`config.mk`:
```
export PLATFORM = sky130hd
export DESIGN_NAME = br_pred_scoreboard
export DESIGN_NICKNAME = d
export VERILOG_FILES = /design/src/rtl/br_pred_scoreboard_pkg.sv /design/src/rtl/br_pred_scoreboard_sat_counter.sv /design/src/rtl/br_pred_scoreboard.sv
export SDC_FILE = /design/constraint.sdc
export NUM_CORES = 1
export LEC_CHECK = 0
export BUFFER_PORTS_ARGS = -buffer_cell sky130_fd_sc_hd__buf_2
export CAP_MARGIN = 20
export CORE_UTILIZATION = 35
export CTS_CLUSTER_DIAMETER = 40
export DETAILED_ROUTE_END_ITERATION = 8
export HOLD_SLACK_MARGIN = 0.08
export MAX_ROUTING_LAYER = met4
export SETUP_SLACK_MARGIN = 0.02
export SYNTH_ARGS = -nofsm -noshare
export SYNTH_HDL_FRONTEND = slang
export SYNTH_HIERARCHICAL = 1
export SYNTH_SLANG_ARGS = --single-unit
```
`constraint.sdc`:
```
create_clock -name i_clk -period 11.8 [get_ports i_clk]
set_clock_uncertainty 0.2 [all_clocks]
set_input_delay 2.36 -clock i_clk [delete_from_list [all_inputs] [get_ports i_clk]]
set_output_delay 2.36 -clock i_clk [all_outputs]
set_load 0.01 [all_outputs]
```
`src/rtl/br_pred_scoreboard_pkg.sv`:
```
// Shared types, default widths and report helpers for the branch-predictor scoreboard.
package br_pred_scoreboard_pkg;

   localparam int unsigned CNT_W_DEF = 32;
   localparam int unsigned RUN_W_DEF = 16;

   typedef struct packed {
      logic [CNT_W_DEF-1:0] br;
      logic [CNT_W_DEF-1:0] hit;
      logic [CNT_W_DEF-1:0] miss;
      logic [RUN_W_DEF-1:0] cur_run;
      logic [RUN_W_DEF-1:0] max_run;
      logic                 sat;
   } br_stats_t;

   function automatic real acc_pct(input longint unsigned hit, input longint unsigned total);
      if (total == 0) return 0.0;
      return 100.0 * real'(hit) / real'(total);
   endfunction

endpackage

```
`src/rtl/br_pred_scoreboard_sat_counter.sv`:
```
// Up-counter that sticks at all-ones; clear has priority over enable.
module br_pred_scoreboard_sat_counter #(
   parameter int unsigned W = 8
) (
   input  logic         i_clk,
   input  logic         i_rst_n,
   input  logic         i_en,
   input  logic         i_clr,
   output logic [W-1:0] o_cnt,
   output logic         o_at_max
);

   logic [W-1:0] r_cnt;

   assign o_cnt    = r_cnt;
   assign o_at_max = &r_cnt;

   always_ff @(posedge i_clk or negedge i_rst_n) begin
      if (!i_rst_n) begin
         r_cnt <= '0;
      end else if (i_clr) begin
         r_cnt <= '0;
      end else if (i_en && !o_at_max) begin
         r_cnt <= r_cnt + W'(1);
      end
   end

endmodule

```
`src/rtl/br_pred_scoreboard.sv`:
```
// Passive branch-predictor monitor: hit/miss counters, miss-run tracking and an end-of-run report.
module br_pred_scoreboard
   import br_pred_scoreboard_pkg::*;
#(
   parameter int unsigned CNT_W   = CNT_W_DEF,
   parameter int unsigned RUN_W   = RUN_W_DEF,
   parameter bit          VERBOSE = 1'b0
) (
   input  logic             i_clk,
   input  logic             i_rst_n,
   input  logic             i_is_br,
   input  logic             i_is_correct,
   output logic [CNT_W-1:0] o_br_cnt,
   output logic [CNT_W-1:0] o_hit_cnt,
   output logic [CNT_W-1:0] o_miss_cnt,
   output logic [RUN_W-1:0] o_cur_miss_run,
   output logic [RUN_W-1:0] o_max_miss_run,
   output logic             o_sat
);

   logic             w_hit;
   logic             w_miss;
   logic             w_br_max;
   logic             w_hit_max;
   logic             w_miss_max;
   logic             w_run_max;
   logic             w_any_max;
   logic [RUN_W-1:0] w_next_run;
   logic [RUN_W-1:0] r_max_run;
   logic             r_sat;

   // i_is_correct only matters when a branch is present
   assign w_hit  = i_is_br & i_is_correct;
   assign w_miss = i_is_br & ~i_is_correct;

   br_pred_scoreboard_sat_counter #(.W(CNT_W)) u_br_cnt (
      .i_clk    (i_clk),
      .i_rst_n  (i_rst_n),
      .i_en     (i_is_br),
      .i_clr    (1'b0),
      .o_cnt    (o_br_cnt),
      .o_at_max (w_br_max)
   );

   br_pred_scoreboard_sat_counter #(.W(CNT_W)) u_hit_cnt (
      .i_clk    (i_clk),
      .i_rst_n  (i_rst_n),
      .i_en     (w_hit),
      .i_clr    (1'b0),
      .o_cnt    (o_hit_cnt),
      .o_at_max (w_hit_max)
   );

   br_pred_scoreboard_sat_counter #(.W(CNT_W)) u_miss_cnt (
      .i_clk    (i_clk),
      .i_rst_n  (i_rst_n),
      .i_en     (w_miss),
      .i_clr    (1'b0),
      .o_cnt    (o_miss_cnt),
      .o_at_max (w_miss_max)
   );

   br_pred_scoreboard_sat_counter #(.W(RUN_W)) u_run_cnt (
      .i_clk    (i_clk),
      .i_rst_n  (i_rst_n),
      .i_en     (w_miss),
      .i_clr    (w_hit),
      .o_cnt    (o_cur_miss_run),
      .o_at_max (w_run_max)
   );

   // Mirror of the run counter's next value so max tracks it in the same cycle
   always_comb begin
      w_next_run = o_cur_miss_run;
      if (w_hit) begin
         w_next_run = '0;
      end else if (w_miss && !w_run_max) begin
         w_next_run = o_cur_miss_run + RUN_W'(1);
      end
   end

   always_ff @(posedge i_clk or negedge i_rst_n) begin
      if (!i_rst_n) begin
         r_max_run <= '0;
      end else if (w_next_run > r_max_run) begin
         r_max_run <= w_next_run;
      end
   end

   assign w_any_max = w_br_max | w_hit_max | w_miss_max | w_run_max;

   // The run counter can fall back from all-ones, so the flag needs its own sticky bit
   always_ff @(posedge i_clk or negedge i_rst_n) begin
      if (!i_rst_n) begin
         r_sat <= 1'b0;
      end else begin
         r_sat <= r_sat | w_any_max;
      end
   end

   assign o_max_miss_run = r_max_run;
   assign o_sat          = r_sat | w_any_max;

`ifndef SYNTHESIS
   br_stats_t w_stats;

   always_comb begin
      w_stats         = '0;
      w_stats.br      = CNT_W_DEF'(o_br_cnt);
      w_stats.hit     = CNT_W_DEF'(o_hit_cnt);
      w_stats.miss    = CNT_W_DEF'(o_miss_cnt);
      w_stats.cur_run = RUN_W_DEF'(o_cur_miss_run);
      w_stats.max_run = RUN_W_DEF'(o_max_miss_run);
      w_stats.sat     = o_sat;
   end

   always @(posedge i_clk) begin
      if (i_rst_n) begin
         if ($isunknown(i_is_br)) begin
            $warning("BR_PRED: unknown i_is_br at %0t, cycle ignored", $time);
         end
         if (!o_sat && (o_br_cnt != CNT_W'(o_hit_cnt + o_miss_cnt))) begin
            $error("BR_PRED: br=%0d != hit=%0d + miss=%0d", o_br_cnt, o_hit_cnt, o_miss_cnt);
         end
         if (VERBOSE && w_miss === 1'b1) begin
            $display("BR_PRED: miss at %0t br=%0d hit=%0d miss=%0d run=%0d", $time,
                     o_br_cnt + CNT_W'(1), o_hit_cnt, o_miss_cnt + CNT_W'(1), w_next_run);
         end
      end
   end

   final begin
      if (w_stats.br == 0) begin
         $display("BR_PRED: no branches executed");
      end else if (w_stats.sat) begin
         $display("BR_PRED: total=%0d hit=%0d miss=%0d acc=%0.2f%% maxrun=%0d (SATURATED)",
                  w_stats.br, w_stats.hit, w_stats.miss,
                  acc_pct(64'(w_stats.hit), 64'(w_stats.br)), w_stats.max_run);
      end else begin
         $display("BR_PRED: total=%0d hit=%0d miss=%0d acc=%0.2f%% maxrun=%0d",
                  w_stats.br, w_stats.hit, w_stats.miss,
                  acc_pct(64'(w_stats.hit), 64'(w_stats.br)), w_stats.max_run);
      end
   end
`endif

endmodule

```
==> results of run 1 <==
==> stage by stage <==
| stage | cells | hold slack, ns | utilization [%] | power, W | setup slack [ns] |
|---|---|---|---|---|---|
| floorplan | 880 | 0.287 | - | 0.000593 | 6.61 |
| global placement | 1271 | 0.238 | 39.9 | 0.000612 | 6.02 |
| detailed placement | 1271 | 0.245 | 39.9 | 0.000613 | 5.98 |
| CTS | 1303 | 0.267 | 42.4 | 0.00114 | 6.40 |
| global route | 1303 | 0.295 | 42.4 | 0.00117 | 6.19 |
| finish | 1303 | 0.260 | 42.4 | 0.00113 | 6.38 |
==> critical path, delay by kind of cell <==
family,cells,cell delay [ns]
AO/OA/AOI/OAI,3,1.30
AND/OR/NAND/NOR,4,1.00
multiplexers,1,0.41
buffers and inverters,1,0.22
adder cells (fa/ha/maj),1,0.21
==> cell type report <==
class,count,area share [%]
Clock buffer,21,4.88
Clock inverter,11,1.09
Inverter,35,1.36
Multi-Input combinational cell,688,48.4
Sequential cell,129,33.5
Tap cell,285,3.70
Timing Repair Buffer,134,7.08
==> registers in the layout, summed over array words and instances (netlist names) <==
signal,count
o_max_miss_run,16
r_sat,1
u_br_cnt/o_cnt,32
u_hit_cnt/o_cnt,32
u_miss_cnt/o_cnt,32
u_run_cnt/o_cnt,16
==> routing by layer <==
layer  vias up  routed length, µm  track usage [%]
met3        14                764             3.75
met1      3566              10500             25.3
li1       3586                  -                -
met5         -                  0                -
met4         0                181             4.90
met2       157              10100             29.3
==> cells in the final DEF, fill, tap and decap left out, types with 12 or more instances in the layout <==
master     instances
a21oi_1           68
and3_1            17
and4_1            12
buf_2            131
clkbuf_16         17
dfrtp_1          129
ha_1              21
inv_1             35
nand2_1           52
nand3_1           46
nand4_1           38
nor2_1            86
nor2b_1           14
nor3_1            19
nor4_1            16
o21ai_0           28
o31ai_1           27
or3_1             38
or4_1             30
xnor2_1           19
xor2_1            20
==> where the power goes <==
group          internal (W)  switching, W
clock network      0.000308      0.000212
logic             0.0000603     0.0000842
registers          0.000450     0.0000119
==> worst max path at each step <==
stage | from | endpoint | slack (ns)
detailed placement | i_is_br | o_max_miss_run[6]$_DFFE_PN0N_ | 5.98
finish | i_is_br | o_max_miss_run[6]$_DFFE_PN0N_ | 6.38
global route | i_is_br | o_max_miss_run[6]$_DFFE_PN0N_ | 6.19
floorplan | i_is_correct | o_max_miss_run[10]$_DFFE_PN0N_ | 6.61
global placement | i_is_br | o_max_miss_run[15]$_DFFE_PN0N_ | 6.02
CTS | i_is_br | o_max_miss_run[3]$_DFFE_PN0N_ | 6.40
==> cell families after synthesis <==
| group | share of synthesized area (%) |
|---|---|
| AOI/OAI and AO/OA | 15.6 |
| xor gates and xnor gates | 4.19 |
| adders and majority gates | 3.22 |
| buffers and inverters | 3.42 |
| DFF | 39.6 |
| muxes | 4.88 |
| other | 0.0460 |
| and+or+nand+nor | 29.1 |
==> results.toml, run 1 <==
[clock_tree]
htreeDepth = 4
post-cts-setup-buffer-count = 0
clk_latency_ns = 0.42
clock_sinks = 129
path_clk_slew_ns = 0.05
cts_tree = "yes"
cts_root_buf = "clkbuf_16"
ctsResizeCount = 0
clockBufferDepth = 2
numCtsBuffers = 17
hold_buffers = 0

[timing]
fin_crit_ns = 5.42
timing.final.crit_share_pct = 45.9
relSlewSlack_pct = 38.7
setup_viol = 0
finalSetupTns_ns = 0
max_freq_ghz = 0.184
grt_setup_unrepaired = "no"
slew_violations = 0
tightest_slew_ns = 0.916
finalHoldViolCount = 0

[worst_hold_path]
holdPathEnd = "r_sat$_DFF_PN0_"
hold_path.class = "register to register"
hold_depth = 2
hp-start = "r_sat$_DFF_PN0_"

[place]
placed_cell_area_um2 = 9060
port_buffers = 132
dp_hpwl_mm = 15.0
place.gp.congestion = 0.856

[drt]
first_pass_iters = 4
wire_per_inst_um = 16.5
vias = 7323
drt-total-wl_mm = 21.5
viasPerCell = 5.62
drc = 0
drt_iter0_markers = 376
drtAntennaViolNets = 0

[logic_synthesis]
ys_warn_count = 6
synth-seq-area-share_pct = 39.6
synth_area_leaders = "dfrtp_1, a21oi_1, nor2_1, ha_1, nand4_1"
synth_top_flop_cell = "dfrtp_1"
synth.most_common_cell = "dfrtp_1"
yosys_register_bits = 129
ys_types = 67
syn_area_um2 = 8150
synth_cells = 875
synth_top_area_share_pct = 39.6
async_flop_share_pct = 100
synth_area_per_cell_um2 = 9.32
synth_common_cells = "dfrtp_1, nor2_1, a21oi_1"
synth_edf_count = 0
synth_top_cell_by_area = "dfrtp_1"

[worst_setup_path]
critPathMaxStageDelay_ns = 0.62
r2r_end = "o_max_miss_run[6]$_DFFE_PN0N_"
slowest_stage = "a31oi_4"
ff2ff_setup_slack_ns = 7.16
worstSetupPathType = "input port to register"
cp.arrival_ns = 5.51
cp-start-kind = "input port"
reg2regPathDepth = 12
worstPathMaxFanout = 16
cp-end-kind = "register"
cp_cell_sequence = "buf_2, nand3b_1, or2_4, or3_1, a21oi_1, ha_1, nand4_2, a2111o_1, a31oi_4, mux2_2"
timing.rr.start = "u_run_cnt/o_cnt[0]$_DFFE_PN0P_"
cp_data_required_time_ns = 11.89

[final_layout]
drive_gt1_share_pct = 22.6
finalInstanceArea_um2 = 9640
nFillCells = 2292
regArea_um2 = 3230
diodes = 0
fin_nets = 1030
areaGrowthSynthToFinish_pct = 18.2
multi_input_area_um2 = 4660

[floorplan]
coreArea_um2 = 22700
io_pins = 133
dieArea_um2 = 23900
die_width_um = 155
start_util_pct = 35.9
die_h_um = 155
num_rows = 55

[power_and_ir_drop]
p_leak_nw = 4.17
p_per_area_nw_per_um2 = 117
ir_drop_v = 0.0000763

[global_routing]
antenna_found_initial = 0
gr-total-overflow = 0
grt_pass1_wl_mm = 35.7
grt_max_degree = 69
grt_pass1_vias = 6955
grt_use_total_pct = 18.9

[job]
max-cap-violations = 0

[run_status]
outcome = "completed"
Note: power is estimated with default switching activity, not from simulation.
==> inputs of run 2 (changes only) <==
==> constraint.sdc (replaced) <==
create_clock -name i_clk -period 4.38 [get_ports i_clk]
set_clock_uncertainty 0.2 [all_clocks]
set_input_delay 0.876 -clock i_clk [delete_from_list [all_inputs] [get_ports i_clk]]
set_output_delay 0.876 -clock i_clk [all_outputs]
set_load 0.01 [all_outputs]
==> results.toml, run 2 (synthesized netlist as in run 1, its figures left out) <==
[final_layout]
areaGrowthSynthToFinish_pct = 19.6
fin_nets = 1047
drive_gt1_share_pct = 23.7
postLayoutCoreUtil_pct = 42.9
layout_commonest_cell = "buf_2"
diodes = 0
nFillCells = 2302
final_cell_mix = "buf_2, dfrtp_1, nor2_1, a21oi_1, nand2_1"

[clock_tree]
cts_tree = "yes"
hold_buffers = 0
clock_sinks = 129
numCtsBuffers = 17
clk_latency_ns = 0.42
cts_root_buf = "clkbuf_16"
clockBufferDepth = 2
post-cts-setup-buffer-count = 0
htreeDepth = 4
path_clk_slew_ns = 0.05
ctsResizeCount = 0

[power_and_ir_drop]
p_comb_share_pct = 13.7
pwr-share-clk_pct = 44.9
ir_drop_v = 0.000205
p_sw_w = 0.000798
p_leak_nw = 4.26
switching_share_pct = 26.7
p_per_area_nw_per_um2 = 307
p_seq_share_pct = 41.4
p_int_w = 0.00219

[drt]
viasPerCell = 5.58
drtAntennaViolNets = 0
drt_iter0_markers = 348
drt-total-wl_mm = 21.5
wire_per_inst_um = 16.3
first_pass_iters = 5
vias = 7354
drc = 0

[place]
port_buffers = 132
dp_hpwl_mm = 15.2
place.gp.congestion = 0.869

[timing]
tightest_slew_ns = 0.820
relSlewSlack_pct = 45.3
slew_violations = 0
grt_setup_unrepaired = "no"
setup_viol = 0
fin_crit_ns = 4.06
finalSetupTns_ns = 0
max_freq_ghz = 0.246
finalHoldViolCount = 0
timing.final.crit_share_pct = 92.7

[worst_setup_path]
worstSetupPathType = "register to register"
cp_cell_sequence = "ha_1, nand4_1, nor4_4, nand3b_2, or2_4, or3_1, a21oi_1, ha_1, nand4_2, a2111o_1, a31oi_4, buf_4, mux2_2"
worstPathMaxFanout = 16
cp_data_required_time_ns = 4.47
r2r_end = "o_max_miss_run[6]$_DFFE_PN0N_"
cp-start-kind = "register"
slowest_stage = "dfrtp_1"
timing.rr.start = "u_run_cnt/o_cnt[1]$_DFFE_PN0P_"
ff2ff_setup_slack_ns = 0.32
critPathMaxStageDelay_ns = 0.46
reg2regPathDepth = 13
critPathMostFrequentCell = "ha_1"
cp-end-kind = "register"
cp.arrival_ns = 4.15

[job]
max-cap-violations = 0

[run_status]
outcome = "completed"

[global_routing]
gr-total-overflow = 0
grt_pass1_wl_mm = 35.6
grt_max_degree = 85
grtUsageMet1_pct = 24.3
antenna_found_initial = 0
met3_usage_pct = 4.23
grt_pass1_vias = 7103
met2_usage_pct = 29.6
grt.busiest_layer = "met2"
grt_use_total_pct = 18.8

[worst_hold_path]
holdPathEnd = "r_sat$_DFF_PN0_"
hold_depth = 2
hp-start = "r_sat$_DFF_PN0_"
hold_path.class = "register to register"

[floorplan]
die_h_um = 155
io_pins = 133
num_rows = 55
coreArea_um2 = 22700
dieArea_um2 = 23900
die_width_um = 155
start_util_pct = 35.9
## run 2: cell count changes in the layout (fill, tap and decap cells not counted), sizes merged
cell / delta
buf: +17
inv: -2
clkbuf: -1
clkinv: +1
## run 2: how the worst max path moves through the flow
stage               cells past startpoint                      startpoint                        endpoint
floorplan                              13  u_run_cnt/o_cnt[0]$_DFFE_PN0P_  o_max_miss_run[10]$_DFFE_PN0N_
global placement                       11                         i_is_br  o_max_miss_run[15]$_DFFE_PN0N_
detailed placement                     11                         i_is_br   o_max_miss_run[3]$_DFFE_PN0N_
CTS                                    13  u_run_cnt/o_cnt[1]$_DFFE_PN0P_   o_max_miss_run[3]$_DFFE_PN0N_
global route                           13  u_run_cnt/o_cnt[1]$_DFFE_PN0P_   o_max_miss_run[3]$_DFFE_PN0N_
finish                                 13  u_run_cnt/o_cnt[1]$_DFFE_PN0P_   o_max_miss_run[6]$_DFFE_PN0N_
## run 2: stage by stage
step | setup WS [ns] | hold slack, ns | power [W] | std cells | instance area, µm²
floorplan | 0.447 | 0.287 | 0.00160 | 880 | 8170
global placement | 0.294 | 0.243 | 0.00167 | 1288 | 9200
detailed placement | 0.249 | 0.256 | 0.00167 | 1288 | 9200
CTS | 0.313 | 0.270 | 0.00303 | 1318 | 9750
global route | 0.0870 | 0.307 | 0.00311 | 1318 | 9750
finish | 0.322 | 0.258 | 0.00299 | 1318 | 9750
## run 2: worst max-delay path, delay by kind of cell, from the launching register on
family	cells	cell delay, ns
simple gates	6	1.32
flops	1	0.46
compound gates	3	0.82
mux	1	0.37
fa+ha+maj	2	0.48
buf+inv	1	0.29
## run 2: area by class of cell
type | instances | area, µm² | share of cell area [%]
clock inverters | 10 | 88.8 | 0.911
flip-flops and latches | 129 | 3230 | 33.1
inverters | 35 | 131 | 1.35
multi-input cells | 688 | 4660 | 47.9
repair buffers | 151 | 822 | 8.43
clock buffers | 20 | 457 | 4.68
well taps | 285 | 357 | 3.66
## run 2: routing by layer
metal / routed length, µm / share of wire [%]
met3: 929 / 4.3
met4: 252 / 1.2
met1: 10400 / 48
met2: 9910 / 46
met5: 0 / 0
## run 2: power by group through the flow
stage          Sequential [W]  Clock [W]  Combinational (W)
3_5_place_dp          0.00126          0           0.000413
6_report              0.00124    0.00134           0.000410
4_1_cts               0.00124    0.00137           0.000414
2_1_floorplan         0.00127          0           0.000330
3_3_place_gp          0.00126          0           0.000409
5_1_grt               0.00124    0.00142           0.000451
==> inputs of run 3 (changes only) <==
--- a/config.mk
+++ b/config.mk
@@ -15,5 +15,4 @@
 export SETUP_SLACK_MARGIN = 0.02
 export SYNTH_ARGS = -nofsm -noshare
 export SYNTH_HDL_FRONTEND = slang
-export SYNTH_HIERARCHICAL = 1
 export SYNTH_SLANG_ARGS = --single-unit
==> results.toml, run 3 <==
[final_layout]
fin_nets = 786
diodes = 0
layout_commonest_cell = "buf_2"
regArea_um2 = 3230
multi_input_area_um2 = 3020
areaGrowthSynthToFinish_pct = 25.2
postLayoutCoreUtil_pct = 44.7
drive_gt1_share_pct = 26.8
final_cell_mix = "buf_2, dfrtp_1, xnor2_1, nor2_1, nand2_1"
finalInstanceArea_um2 = 8000
nFillCells = 1753

[worst_setup_path]
worstSetupStartpoint = "u_run_cnt.o_cnt[5]$_DFF_PN0_"
cp_data_required_time_ns = 4.48
worstPathMaxFanout = 10
r2r_end = "o_max_miss_run[7]$_DFFE_PN0N_"
reg2regPathDepth = 13
cp-end-kind = "register"
ff2ff_setup_slack_ns = 0.47
cp.arrival_ns = 4.01
timing.rr.start = "u_run_cnt.o_cnt[5]$_DFF_PN0_"
worstSetupPathType = "register to register"
cp-start-kind = "register"

[logic_synthesis]
synth_top_flop_cell = "dfrtp_1"
yosys_register_bits = 129
synth_common_cells = "dfrtp_1, xnor2_1, nand2_1, nor2_1, nand3_1"
synth.most_common_cell = "dfrtp_1"
synth_top_area_share_pct = 50.6
synth_area_leaders = "dfrtp_1, xnor2_1, xor2_1, ha_1, nand3_1"
async_flop_share_pct = 100
synth_cells = 607
ys_types = 56
synth-seq-area-share_pct = 50.6
syn_area_um2 = 6380
syn-num-nets = 631
ys_warn_count = 0
synth_edf_count = 0
synth_top_cell_by_area = "dfrtp_1"
synth_area_per_cell_um2 = 10.5

[clock_tree]
post-cts-setup-buffer-count = 0
htreeDepth = 4
clk_latency_ns = 0.42
path_clk_slew_ns = 0.06
ctsResizeCount = 0
clock_sinks = 129
cts_tree = "yes"
cts_root_buf = "clkbuf_16"
hold_buffers = 0
numCtsBuffers = 17
clockBufferDepth = 2

[power_and_ir_drop]
p_per_area_nw_per_um2 = 434
switching_share_pct = 29.3
p_seq_share_pct = 41.3
ir_drop_v = 0.000345
p_comb_share_pct = 18.1
p_leak_nw = 3.92
p_int_w = 0.00245
pwr-share-clk_pct = 40.6
p_sw_w = 0.00102

[place]
place.gp.congestion = 0.840
placed_cell_area_um2 = 7380
port_buffers = 132
dp_hpwl_mm = 10.8

[floorplan]
dieArea_um2 = 18800
coreArea_um2 = 17900
die_h_um = 137
io_pins = 133
num_rows = 49
die_width_um = 137
start_util_pct = 35.7

[timing]
slew_violations = 0
setup_viol = 0
finalSetupTns_ns = 0
timing.final.crit_share_pct = 89.3
finalHoldViolCount = 0
fin_crit_ns = 3.91
max_freq_ghz = 0.256
grt_setup_unrepaired = "no"
tightest_slew_ns = 0.597
relSlewSlack_pct = 59.9

[worst_hold_path]
hold_path.class = "input port to asynchronous set/reset pin"

[drt]
drc = 2
drt-total-wl_mm = 14.8
vias = 5005
drt_iter0_markers = 272
drtAntennaViolNets = 0
first_pass_iters = 8
viasPerCell = 4.99
wire_per_inst_um = 14.7

[global_routing]
grt_max_degree = 113
grt_use_total_pct = 17.1
gr-total-overflow = 0
grt_pass1_vias = 4582
grt_pass1_wl_mm = 24.1
antenna_found_initial = 0

[job]
max-cap-violations = 0

[run_status]
violations = "design-rule violations"
outcome = "finished, violations left"
run 3: changes by cell type after synthesis, sizes merged, moves of 13 or more:
cell and change:
or3 -36, xnor2 +48, a211oi -13, or4 -34, nor4 -13, o31ai -28, a21oi -54, nor2 -31
clkbuf -15, o21ai -23
run 3: worst max path at each step:
| stage | end | slack (ns) | depth (start not counted) |
|---|---|---|---|
| after global placement | o_max_miss_run[7]$_DFFE_PN0N_ | 0.21 | 13 |
| after CTS | o_max_miss_run[7]$_DFFE_PN0N_ | 0.46 | 14 |
| final | o_max_miss_run[7]$_DFFE_PN0N_ | 0.47 | 13 |
| after detailed placement | o_max_miss_run[7]$_DFFE_PN0N_ | 0.12 | 13 |
| after floorplan | o_max_miss_run[10]$_DFFE_PN0N_ | 0.42 | 13 |
| after global routing | o_max_miss_run[11]$_DFFE_PN0N_ | 0.11 | 14 |
run 3: routing by layer:
layer / global-route usage [%] / up-vias / wire length, µm
met1: 23.6 / 2427 / 7270
met4: 5.92 / 0 / 234
met5: - / - / 0
met2: 24.1 / 113 / 6640
met3: 4.33 / 21 / 661
li1: - / 2444 / -
run 3: layout make-up:
cell class                 count  share of cell area [%]
sequential                   129                    40.4
multi-input combinational    444                    37.8
timing repair buffer         143                    9.62
clock buffer                  19                    5.67
tap                          229                    3.58
clock inverter                13                    1.72
inverter                      27                    1.27
run 3: power groups by stage:
stage               Sequential, W  Clock (W)  Combinational (W)
global placement          0.00145          0           0.000628
detailed placement        0.00145          0           0.000639
CTS                       0.00143    0.00144           0.000642
floorplan                 0.00148          0           0.000351
finish                    0.00143    0.00141           0.000629
global route              0.00145    0.00149           0.000700
run 3: per-stage QoR:
| step | hold slack, ns | cells | setup slack, ns | total power, W |
|---|---|---|---|---|
| final | 0.199 | 1004 | 0.467 | 0.00347 |
| after global routing | 0.223 | 1004 | 0.110 | 0.00365 |
| after CTS | 0.277 | 1003 | 0.455 | 0.00352 |
| after detailed placement | 0.266 | 971 | 0.123 | 0.00209 |
| after global placement | 0.254 | 971 | 0.205 | 0.00208 |
| after floorplan | 0.311 | 607 | 0.421 | 0.00183 |
run 3: kinds of logic after synthesis:
group	count (synthesis)	synth area share, %
AOI/OAI and AO/OA	39	4.13
xor gates and xnor gates	96	13.2
adders and majority gates	20	3.92
buffers and inverters	34	2.16
DFF	129	50.6
muxes	22	3.80
and+or+nand+nor	267	22.3
run 3: worst max-delay path, cell delays in order, from the launching register on:
cell and delay (ns):
dfrtp_1 0.49, nand4_4 0.20, or2_2 0.37, o21ai_1 0.31, nor2_1 0.09, xnor2_1 0.22, nor2_1 0.10, ha_1 0.31
nand4_1 0.11, nor4_1 0.35, a21boi_0 0.29, o31a_1 0.20, buf_4 0.20, mux2_2 0.35
